## src/rtl/demux_1x4_stream_pkg.sv

```systemverilog
// demux_1x4_stream_pkg: shared widths and channel constants for the stream demultiplexer
package demux_1x4_stream_pkg;
  localparam int DATA_W_DEF = 8;
  localparam int CNT_W_DEF = 8;
  localparam int NUM_CH = 4;
  localparam int SEL_W = 2;
endpackage

```

## src/rtl/demux_1x4_stream_dec_2x4_en.sv

```systemverilog
// dec_2x4_en: one-hot 2:4 decoder, all outputs low when en is low
module dec_2x4_en
  import demux_1x4_stream_pkg::*;
(
  input  logic             en,
  input  logic [SEL_W-1:0] sel,
  output logic [NUM_CH-1:0] y
);
  // one-hot strobe for the selected channel, gated by enable
  always_comb y = en ? NUM_CH'(1) << sel : '0;
endmodule

```

## src/rtl/demux_1x4_stream.sv

```systemverilog
// demux_1x4_stream: steers one valid/ready stream to four registered output channels, dropping beats to disabled channels
module demux_1x4_stream
  import demux_1x4_stream_pkg::*;
#(
  parameter int DATA_W = DATA_W_DEF,
  parameter int CNT_W = CNT_W_DEF
) (
  input  logic                     clk,
  input  logic                     rst_n,
  input  logic                     in_valid,
  output logic                     in_ready,
  input  logic [SEL_W-1:0]         in_sel,
  input  logic [DATA_W-1:0]        in_data,
  input  logic [NUM_CH-1:0]        chan_en,
  output logic [NUM_CH-1:0]        out_valid,
  input  logic [NUM_CH-1:0]        out_ready,
  output logic [NUM_CH*DATA_W-1:0] out_data,
  output logic [CNT_W-1:0]         drop_cnt
);
  logic [NUM_CH-1:0] dec;
  logic [NUM_CH-1:0] load;
  logic              drop;
  dec_2x4_en u_dec (
    .en  (in_valid),
    .sel (in_sel),
    .y   (dec)
  );
  // pass-through ready: disabled channels always accept, a draining slot accepts too
  always_comb begin
    in_ready = ~chan_en[in_sel] | ~out_valid[in_sel] | out_ready[in_sel];
    load = dec & chan_en & {NUM_CH{in_ready}};
    drop = in_valid & in_ready & ~chan_en[in_sel];
  end
  for (genvar k = 0; k < NUM_CH; k++) begin : g_ch
    // one-entry holding stage: load wins over drain, data is kept after drain
    always_ff @(posedge clk or negedge rst_n)
      if (!rst_n) begin
        out_valid[k] <= 1'b0;
        out_data[k*DATA_W +: DATA_W] <= '0;
      end else if (load[k]) begin
        out_valid[k] <= 1'b1;
        out_data[k*DATA_W +: DATA_W] <= in_data;
      end else if (out_ready[k]) out_valid[k] <= 1'b0;
  end
  // saturating count of beats sent to disabled channels
  always_ff @(posedge clk or negedge rst_n)
    if (!rst_n) drop_cnt <= '0;
    else if (drop && drop_cnt != '1) drop_cnt <= drop_cnt + 1'b1;
endmodule

```

## config.mk

```make
export PLATFORM = sky130hd
export DESIGN_NAME = demux_1x4_stream
export DESIGN_NICKNAME = d
export VERILOG_FILES = /design/src/rtl/demux_1x4_stream_pkg.sv /design/src/rtl/demux_1x4_stream_dec_2x4_en.sv /design/src/rtl/demux_1x4_stream.sv
export SDC_FILE = /design/constraint.sdc
export NUM_CORES = 1
export LEC_CHECK = 0
export ABC_CLOCK_PERIOD_IN_PS = 2200
export CAP_MARGIN = 40
export CORE_MARGIN = 8
export CORE_UTILIZATION = 45
export CTS_CLUSTER_DIAMETER = 150
export CTS_CLUSTER_SIZE = 24
export DETAILED_ROUTE_END_ITERATION = 6
export PLACE_DENSITY = 0.8
export SLEW_MARGIN = 0
export SYNTH_ARGS = -nofsm -noshare
export SYNTH_HDL_FRONTEND = slang
export SYNTH_HIERARCHICAL = 1
export SYNTH_SLANG_ARGS = --single-unit
```

## constraint.sdc

```tcl
create_clock -name clk -period 2.2 [get_ports clk]
set_input_delay 0.44 -clock clk [delete_from_list [all_inputs] [get_ports clk]]
set_output_delay 0.44 -clock clk [all_outputs]
set_load 0.05 [all_outputs]
```

==> impl_metrics.json <==
{
  "post-route-period-util": 0.971,
  "numClockSinks": 44,
  "max_freq_mhz": 468,
  "grt_max_degree": 26,
  "synth.distinct_cells": 27,
  "synth-seq-cells": 44,
  "post-route-util": 0.713,
  "cap_violations": 0,
  "clkLatencyLatePin_ns": 0.29,
  "skew_ns": 0.00601,
  "grt_antenna_before_repair": 0,
  "grt_pass1_wl_um": 7650,
  "worst-r2r-setup-slack_ns": 0.20,
  "dp.cells": 247,
  "path_max_fanout": 9,
  "die-area_sq_um": 6560,
  "antenna_cells": 0,
  "p_leak_uw": 0.00124,
  "nNetsFinal": 228,
  "ant_nets": 0,
  "r2r-end": "out_data[23]$_DFFE_PN0P_",
  "whs_ns": 0.0941,
  "worst_slack_ns": 0.0638,
  "reg2regPathDepth": 6,
  "clockBufferDepth": 2,
  "grt_setup_unrepaired": "false",
  "drc_errors": 0,
  "startpoint_type": "input pin",
  "cts_max_level": 2,
  "irDropWorstVdd_mv": 0.626,
  "outcome": "complete, no violations",
  "final-hold-violation-count": 0,
  "slew_viol_final": 0,
  "crit_arrival_ns": 2.31,
  "viasPerCell": 5.06,
  "place.gp.congestion": 0.754,
  "die_x_um": 81.0,
  "grt_usage": 0.157,
  "final_common_cell": "clkdlybuf4s50_1",
  "routedWlPerCell_um": 18.7,
  "endpoint_kind": "flop",
  "finalSetupViolCount": 0,
  "drive_gt1_frac": 0.304,
  "num_rows": 23,
  "netlist_area_sq_um": 1900,
  "pin_count": 66,
  "clockRootBuffer": "clkbuf_8",
  "port_buffers": 65,
  "hpwl_um": 3610,
  "fp.coreArea_sq_um": 4030,
  "layout_common_cells": "clkdlybuf4s50_1, dfrtp_1, mux2_2",
  "cts_made_buffers": 5,
  "synth_nets": 145,
  "hold_class": "in2async",
  "drtIter0Drc": 40,
  "areaGrowthSynthToFinish_pct": 51.2,
  "yosys_warnings": 6,
  "path_class": "in2reg",
  "ys_seq_area_frac": 0.579,
  "num_vias": 1300,
  "die_y_um": 81.0,
  "grt_pass1_vias": 1505,
  "fin_crit_ns": 2.14,
  "critical_path_required_ns": 2.38,
  "totalWireLength_um": 4810,
  "cts_tree": "built",
  "rr_startpoint": "out_valid[2]$_DFFE_PN0P_",
  "slew_headroom": 0.646,
  "syn_avg_cell_area_sq_um": 15.5,
  "grt_overflow": 0,
  "powerDensity_nw_per_um2": 1090,
  "start_util": 0.472,
  "preCtsSetupSlack_ns": -0.271,
  "max_slew.worst_pin.slew_ns": 0.529,
  "cts-hold-fix-buffers": 0,
  "clkTransAtPathRegs_ns": 0.08,
  "synthCells": 123,
  "instances_no_fill": 257,
  "drt_pass1_iterations": 4
}
## flip-flops by register name (all words and copies together) (netlist names)
| signal | count |
|---|---|
| out_valid | 4 |
| out_data | 32 |
| drop_cnt | 8 |
## power breakdown
part | switching (uW) | leakage (uW) | total, uW | internal [uW]
registers | 159 | 0.000540 | 1160 | 1000
clock network | 255 | 0.0000455 | 511 | 256
logic | 917 | 0.000659 | 1470 | 549
## critical path, stage by stage
cell             delay [ns]
clkdlybuf4s50_1        0.46
nor2b_1                0.06
mux4_2                 0.48
buf_4                  0.20
a21oi_4                0.18
buf_12                 0.15
mux2_2                 0.34
## repair_timing
item,in CTS,in global routing
pin swaps,1,1
setup buffers,2,0
setup endpoints to repair,2,8
gates resized for setup,5,1
## metrics by stage
stage	instance area [sq um]	setup TNS [ns]	power, uW
3_3_place_gp	2730	-8.02	2600
4_1_cts	2870	0	3170
5_1_grt	2870	0	3280
3_5_place_dp	2760	-9.46	2640
2_1_floorplan	1900	0	2070
6_report	2870	0	3140
## synth_stat cells, drive strengths merged
cell	count	area, sq um
xor2	1	8.76
mux2	33	402
ha	1	12.5
nor3b	1	12.5
buf	1	5.00
and3	4	26.3
xnor2	5	43.8
nand3	1	5.00
a211oi	1	20.0
mux4	2	45.0
and3b	2	17.5
and4	1	8.76
or2	4	25.0
inv	1	3.75
and4b	1	10.0
nand2	6	22.5
nor2	1	3.75
a21oi	5	70.1
nand4	3	18.8
nor2b	5	38.8
dfrtp	44	1100
## how the worst max path moves through the flow
stage | start | end | slack [ns] | cells past startpoint
final | out_ready[2] | out_data[23]$_DFFE_PN0P_ | 0.06 | 7
after global placement | in_sel[0] | drop_cnt[1]$_DFFE_PN0P_ | -0.23 | 4
after floorplan | out_valid[1]$_DFFE_PN0P_ | in_ready | 0.02 | 3
after detailed placement | in_sel[0] | drop_cnt[1]$_DFFE_PN0P_ | -0.27 | 4
after global routing | out_ready[1] | in_ready | 0.02 | 5
after CTS | in_sel[1] | in_ready | 0.01 | 4
## routing by layer
| layer | track usage | share of wire | vias up |
|---|---|---|---|
| li1 | - | - | 605 |
| met1 | 0.164 | 0.39 | 650 |
| met2 | 0.283 | 0.52 | 36 |
| met3 | 0.0442 | 0.061 | 9 |
| met4 | 0.0768 | 0.021 | 0 |
| met5 | 0 | 0 | - |
## final cells by class
cell class / instances / area (sq um)
multi-input cells: 77 / 793
inverters: 1 / 3.75
flip-flops and latches: 44 / 1100
repair buffers: 77 / 823
fillers: 272 / 1150
clock buffers: 8 / 90.1
well taps: 50 / 62.6
## kinds of logic after synthesis
group                    Yosys count  share of synthesized area
buffers and inverters              2                    0.00460
XOR/XNOR                           6                     0.0276
adder cells (fa/ha/maj)            1                    0.00658
multiplexers                      35                      0.235
AND/OR/NAND/NOR                   29                     0.0994
flip-flops                        44                      0.579
AO/OA/AOI/OAI                      6                     0.0474
(Power assumes the default switching activity.)
